[config.mk]
export PLATFORM = sky130hd
export DESIGN_NAME = control_unit_mc
export DESIGN_NICKNAME = d
export VERILOG_FILES = /design/src/rtl/control_unit_mc.sv
export SDC_FILE = /design/constraint.sdc
export NUM_CORES = 1
export LEC_CHECK = 0
export CAP_MARGIN = 30
export CORE_MARGIN = 2
export CORE_UTILIZATION = 55
export CTS_CLUSTER_DIAMETER = 30
export DETAILED_ROUTE_END_ITERATION = 16
export PLACE_DENSITY = 0.77
export SLEW_MARGIN = 25
export SYNTH_ARGS = -nofsm -noshare
export SYNTH_HDL_FRONTEND = slang
export SYNTH_SLANG_ARGS = --single-unit
export TNS_END_PERCENT = 30
[constraint.sdc]
create_clock -name clk -period 10.23 [get_ports clk]
set_input_delay 1.023 -clock clk [delete_from_list [all_inputs] [get_ports clk]]
set_output_delay 1.023 -clock clk [all_outputs]
set_load 0.02 [all_outputs]
[src/rtl/control_unit_mc.sv]
// Multi-cycle control unit for the 16-bit, 4-field instruction set
// (opcode[15:12], rd[11:8], ra[7:4], rb[3:0]).
//
// Each instruction is fetched as two bytes over a req/ready memory port. It then executes in
// one EXEC cycle. LOAD and STORE take one further MEM beat. The unit owns the program counter,
// the 16-entry register file and the C/G/E flags. The ALU outside this block is combinational.
//
// Ports:
//   clk, rst          clock (rising edge), asynchronous active-high reset
//   run               1 = fetch instructions, 0 = halt at the next instruction boundary
//   mem_*             unified program/data memory; request is held until mem_ready
//   alu_*             operands/opcode out, result and flags back from the external ALU
//   gpio_in           input port read by IN
//   gpio_out/_valid   registered output port, plus a one-cycle strobe on every OUT
//   halted            idle in FETCH_H with run low
//   pc                current program counter
module control_unit_mc #(
  parameter int unsigned       DATA_W   = 8,
  parameter int unsigned       ADDR_W   = 8,
  parameter logic [ADDR_W-1:0] PC_RESET = '0
) (
  input  logic              clk,
  input  logic              rst,
  input  logic              run,
  output logic              mem_req,
  output logic              mem_we,
  output logic [ADDR_W-1:0] mem_addr,
  output logic [DATA_W-1:0] mem_wdata,
  input  logic [DATA_W-1:0] mem_rdata,
  input  logic              mem_ready,
  output logic [3:0]        alu_op,
  output logic [DATA_W-1:0] alu_a,
  output logic [DATA_W-1:0] alu_b,
  input  logic [DATA_W-1:0] alu_result,
  input  logic              alu_carry,
  input  logic              alu_greater,
  input  logic              alu_equal,
  input  logic [DATA_W-1:0] gpio_in,
  output logic [DATA_W-1:0] gpio_out,
  output logic              gpio_out_valid,
  output logic              halted,
  output logic [ADDR_W-1:0] pc
);

  typedef enum logic [1:0] {StFetchH, StFetchL, StExec, StMem} state_e;

  localparam logic [3:0] OpAdd   = 4'h0;
  localparam logic [3:0] OpSub   = 4'h1;
  localparam logic [3:0] OpCmp   = 4'h5;
  localparam logic [3:0] OpLoad  = 4'h8;
  localparam logic [3:0] OpStore = 4'h9;
  localparam logic [3:0] OpJmp   = 4'hA;
  localparam logic [3:0] OpIn    = 4'hB;
  localparam logic [3:0] OpOut   = 4'hC;
  localparam logic [3:0] OpBeq   = 4'hD;
  localparam logic [3:0] OpBgt   = 4'hE;
  localparam logic [3:0] OpBc    = 4'hF;

  state_e              state_q, state_d;
  logic [ADDR_W-1:0]   pc_q, pc_d;
  logic [15:0]         ir_q, ir_d;
  logic [DATA_W-1:0]   rf_q [16];
  logic                rf_we;
  logic [DATA_W-1:0]   rf_wdata;
  logic                c_q, c_d, g_q, g_d, e_q, e_d;
  logic [DATA_W-1:0]   gpio_q, gpio_d;
  logic                gpio_valid_q, gpio_valid_d;
  logic                req_int;

  logic [3:0]          op, rd, ra, rb;
  logic [ADDR_W-1:0]   imm_addr;
  logic [ADDR_W-1:0]   pc_inc;

  assign op     = ir_q[15:12];
  assign rd     = ir_q[11:8];
  assign ra     = ir_q[7:4];
  assign rb     = ir_q[3:0];
  assign pc_inc = pc_q + ADDR_W'(1);

  // Jump and data addresses are the 8-bit {ra,rb} field, zero-extended.
  always_comb begin
    imm_addr      = '0;
    imm_addr[7:0] = ir_q[7:0];
  end

  always_ff @(posedge clk or posedge rst) begin
    if (rst) begin
      state_q      <= StFetchH;
      pc_q         <= PC_RESET;
      ir_q         <= '0;
      c_q          <= 1'b0;
      g_q          <= 1'b0;
      e_q          <= 1'b0;
      gpio_q       <= '0;
      gpio_valid_q <= 1'b0;
    end else begin
      state_q      <= state_d;
      pc_q         <= pc_d;
      ir_q         <= ir_d;
      c_q          <= c_d;
      g_q          <= g_d;
      e_q          <= e_d;
      gpio_q       <= gpio_d;
      gpio_valid_q <= gpio_valid_d;
    end
  end

  always_ff @(posedge clk or posedge rst) begin
    if (rst) begin
      for (int i = 0; i < 16; i++) begin
        rf_q[i] <= '0;
      end
    end else if (rf_we) begin
      rf_q[rd] <= rf_wdata;
    end
  end

  always_comb begin
    state_d      = state_q;
    pc_d         = pc_q;
    ir_d         = ir_q;
    c_d          = c_q;
    g_d          = g_q;
    e_d          = e_q;
    gpio_d       = gpio_q;
    gpio_valid_d = 1'b0;
    rf_we        = 1'b0;
    rf_wdata     = '0;
    req_int      = 1'b0;
    mem_we       = 1'b0;
    mem_addr     = '0;
    mem_wdata    = '0;

    unique case (state_q)
      StFetchH: begin
        // run is only looked at here, so a drop mid-instruction lets it finish.
        if (run) begin
          req_int  = 1'b1;
          mem_addr = pc_q;
          if (mem_ready) begin
            ir_d[15:8] = mem_rdata[7:0];
            pc_d       = pc_inc;
            state_d    = StFetchL;
          end
        end
      end

      StFetchL: begin
        req_int  = 1'b1;
        mem_addr = pc_q;
        if (mem_ready) begin
          ir_d[7:0] = mem_rdata[7:0];
          pc_d      = pc_inc;
          state_d   = StExec;
        end
      end

      StExec: begin
        state_d = StFetchH;
        if (!op[3]) begin
          if (op == OpCmp) begin
            g_d = alu_greater;
            e_d = alu_equal;
          end else begin
            rf_we    = 1'b1;
            rf_wdata = alu_result;
          end
          if (op == OpAdd || op == OpSub) begin
            c_d = alu_carry;
          end
        end else begin
          case (op)
            OpLoad, OpStore: state_d = StMem;
            OpJmp:           pc_d = imm_addr;
            OpIn: begin
              rf_we    = 1'b1;
              rf_wdata = gpio_in;
            end
            OpOut: begin
              gpio_d       = rf_q[rd];
              gpio_valid_d = 1'b1;
            end
            // Flags are the values registered before this instruction.
            OpBeq:   if (e_q) pc_d = imm_addr;
            OpBgt:   if (g_q) pc_d = imm_addr;
            OpBc:    if (c_q) pc_d = imm_addr;
            default: ;
          endcase
        end
      end

      StMem: begin
        req_int  = 1'b1;
        mem_addr = imm_addr;
        if (op == OpStore) begin
          mem_we    = 1'b1;
          mem_wdata = rf_q[rd];
        end
        if (mem_ready) begin
          if (op == OpLoad) begin
            rf_we    = 1'b1;
            rf_wdata = mem_rdata;
          end
          state_d = StFetchH;
        end
      end

      default: state_d = StFetchH;
    endcase
  end

  // Gate with rst so an in-flight request is withdrawn the moment reset rises.
  assign mem_req        = req_int & ~rst;
  assign halted         = (state_q == StFetchH) & ~run;
  assign pc             = pc_q;
  assign alu_op         = op;
  assign alu_a          = rf_q[ra];
  assign alu_b          = rf_q[rb];
  assign gpio_out       = gpio_q;
  assign gpio_out_valid = gpio_valid_q;

endmodule

==> metrics.yaml <==
run_status:
  status: "complete, no violations"
timing:
  min_period_ns: 4.59
  finalClockSkew_ns: 0.00793
  slew_headroom: 0.268
  min_period_over_period: 0.449
  drv_slew: 0
  hold_viol: 0
  tightest_slew_ns: 1.10
  fmax_mhz: 218
  setup-tns-final_ns: 0
  grt_setup_unrepaired: "no"
  setup_viol: 0
die:
  dieWidth_um: 138
  ios: 87
  dieArea_um2: 19100
  core_area_um2: 17800
  num_rows: 49
  initial_utilization: 0.557
  die_h_um: 138
logic_synthesis:
  ys_seq_area_frac: 0.420
  async_reset_ff_frac: 1.00
  synth_edf_count: 0
  synth-seq-cells: 166
  synth-main-ff-cell: "dfrtp_1"
  syn_nets: 915
  syn-mean-instance-area_um2: 11.2
  synth_area_um2: 9900
  yosysWarningCount: 0
  synthCells: 883
  yosys.cell_types.count: 52
power:
  p_leak_uw: 0.00442
  power_density_nw_per_um2: 317
  ir_worst_vdd_mv: 0.168
finish:
  mostFrequentLayoutCell: "dfrtp_1"
  diodes: 0
  filler_cell_count: 1352
  postLayoutCellArea_um2: 11300
  drive_gt1_frac: 0.209
  syn_to_final_growth_pct: 14.4
  nets: 951
  final_cell_mix: "dfrtp_1 (163), nand2_1 (98), mux4_2 (96)"
clock_tree:
  cts_buffer_depth: 2
  clock-sinks: 166
  cts_buffers: 17
  cts_hold_buf: 0
  clk_latency_ns: 0.44
  cts_setup_buffers: 0
  root_buffer: "clkbuf_16"
  ctsResizeCount: 0
  tritoncts: "done"
  path_clk_slew_ns: 0.07
  cts_max_level: 4
drt:
  drtIter0Drc: 915
  post_drt_wl_per_cell_um: 24.4
  vias: 7917
  drt-total-wl_um: 28300
  ant_nets: 0
  via_per_inst: 6.82
  firstDrtPassIters: 7
  drc: 0
global_routing:
  gr-usage-met3: 0.0693
  gr-total-overflow: 0
  grt_pass1_wl_um: 44000
  grt.met2_usage: 0.461
  met1_usage: 0.414
  grt_pass1_vias: 7809
  top_usage_layer: "met2"
  antenna_found_initial: 0
  grt_max_degree: 105
  grt_util_all_layers: 0.300
placement:
  place.gp.congestion: 0.851
  place_hpwl_um: 18000
  io_buffer_count: 86
  place_area_um2: 10700
worst_setup_path:
  cp.required_ns: 9.21
  crit_type: "reg2out"
  arrival_ns: 3.57
  cp-start-kind: "flop"
  critPathCaptureType: "output port"
  path_max_fanout: 30
worst_hold_path:
  hold_path_class: "reg2reg"
flow_run:
  cap_violations: 0
==> cell type report <==
| class | count | area (µm²) | share of cell area |
|---|---|---|---|
| Clock buffer | 22 | 454 | 0.0401 |
| Clock inverter | 10 | 124 | 0.0109 |
| Multi-Input combinational cell | 631 | 5310 | 0.469 |
| Sequential cell | 166 | 4160 | 0.368 |
| Timing Repair Buffer | 98 | 958 | 0.0847 |
| Inverter | 5 | 26.3 | 0.00232 |
| Tap cell | 229 | 287 | 0.0253 |
==> cell families after synthesis <==
kind of cell | share of synthesized area
compound gates | 0.144
mux | 0.278
flops | 0.420
fa+ha+maj | 0.00126
simple gates | 0.112
buf+inv | 0.0449
==> state kept, by name, summed over array words and instances (netlist names) <==
register        cells
rf_q              128
ir_q               16
gpio_out            8
pc                  8
state_q             2
c_q                 1
e_q                 1
g_q                 1
gpio_out_valid      1
==> where the power goes <==
group | switching [µW] | internal [µW] | total [µW] | leakage, µW
clock | 273 | 367 | 640 | 0.000263
sequential | 426 | 873 | 1300 | 0.00212
combinational | 778 | 877 | 1650 | 0.00204
total | 1480 | 2120 | 3590 | 0.00442
==> final timing paths <==
| path | startpoint | endpoint | slack (ns) | cells after the start |
|---|---|---|---|---|
| hold / removal | c_q | c_q | 0.50 | 1 |
| min in group asynchronous | rst | pc[7] | 1.16 | 2 |
| setup / recovery | ir_q[11] | mem_wdata[4] | 5.64 | 6 |
| max in group asynchronous | rst | rf_q[8] | 7.77 | 3 |
| hold reg to reg | c_q | c_q | 0.50 | 1 |
| setup reg to reg | state_q[0] | rf_q[72] | 7.19 | 5 |
==> through the flow <==
stage | power (µW) | utilization | worst slack (ns) | hold slack, ns | std cells
after floorplan | 2370 | - | 4.72 | 0.472 | 883
after global placement | 2880 | 0.602 | 6.21 | 0.481 | 1128
after detailed placement | 2930 | 0.604 | 6.16 | 0.490 | 1129
after CTS | 3570 | 0.636 | 5.68 | 0.506 | 1161
after global routing | 3750 | 0.637 | 5.59 | 0.526 | 1161
final | 3590 | 0.637 | 5.64 | 0.501 | 1161
==> cell usage after synthesis (2+ instances only) <==
library cell / instances / area [µm²]
dfrtp_1: 166 / 4150
nand2_1: 98 / 368
mux4_2: 96 / 2160
nor2_1: 93 / 349
a21oi_1: 78 / 390
o21ai_0: 74 / 370
mux2i_1: 40 / 400
buf_2: 25 / 125
clkbuf_1: 24 / 90.1
buf_4: 18 / 135
mux2_2: 17 / 191
o22ai_1: 16 / 100
nand3_1: 15 / 75.1
o21ai_1: 14 / 70.1
buf_1: 11 / 41.3
nor3_1: 11 / 55.1
a21oi_2: 10 / 87.6
nand2b_1: 10 / 62.6
a22o_1: 9 / 78.8
inv_1: 5 / 18.8
o21ai_2: 5 / 43.8
a211oi_2: 4 / 50.1
or2_2: 4 / 25.0
and3_1: 3 / 18.8
buf_6: 3 / 33.8
nor2b_1: 3 / 18.8
a211oi_4: 2 / 40.0
and4_1: 2 / 17.5
nor4_1: 2 / 12.5
o2111ai_2: 2 / 30.0
or3_1: 2 / 12.5
==> critical path: stages, from the launching register on <==
cell	delay, ns
dfrtp_2	0.88
buf_4	0.55
mux4_2	0.39
a22o_1	0.25
nor3_1	0.40
nor2_1	0.09
clkdlybuf4s50_1	0.56
==> metal layers <==
layer / share of wire / wire length (µm) / vias to the layer above
met5: 0 / 0 / -
met4: 0.047 / 1340 / 0
met3: 0.10 / 2960 / 106
met2: 0.47 / 13200 / 573
met1: 0.38 / 10800 / 3877
li1: - / - / 3361
(Power assumes the default switching activity.)
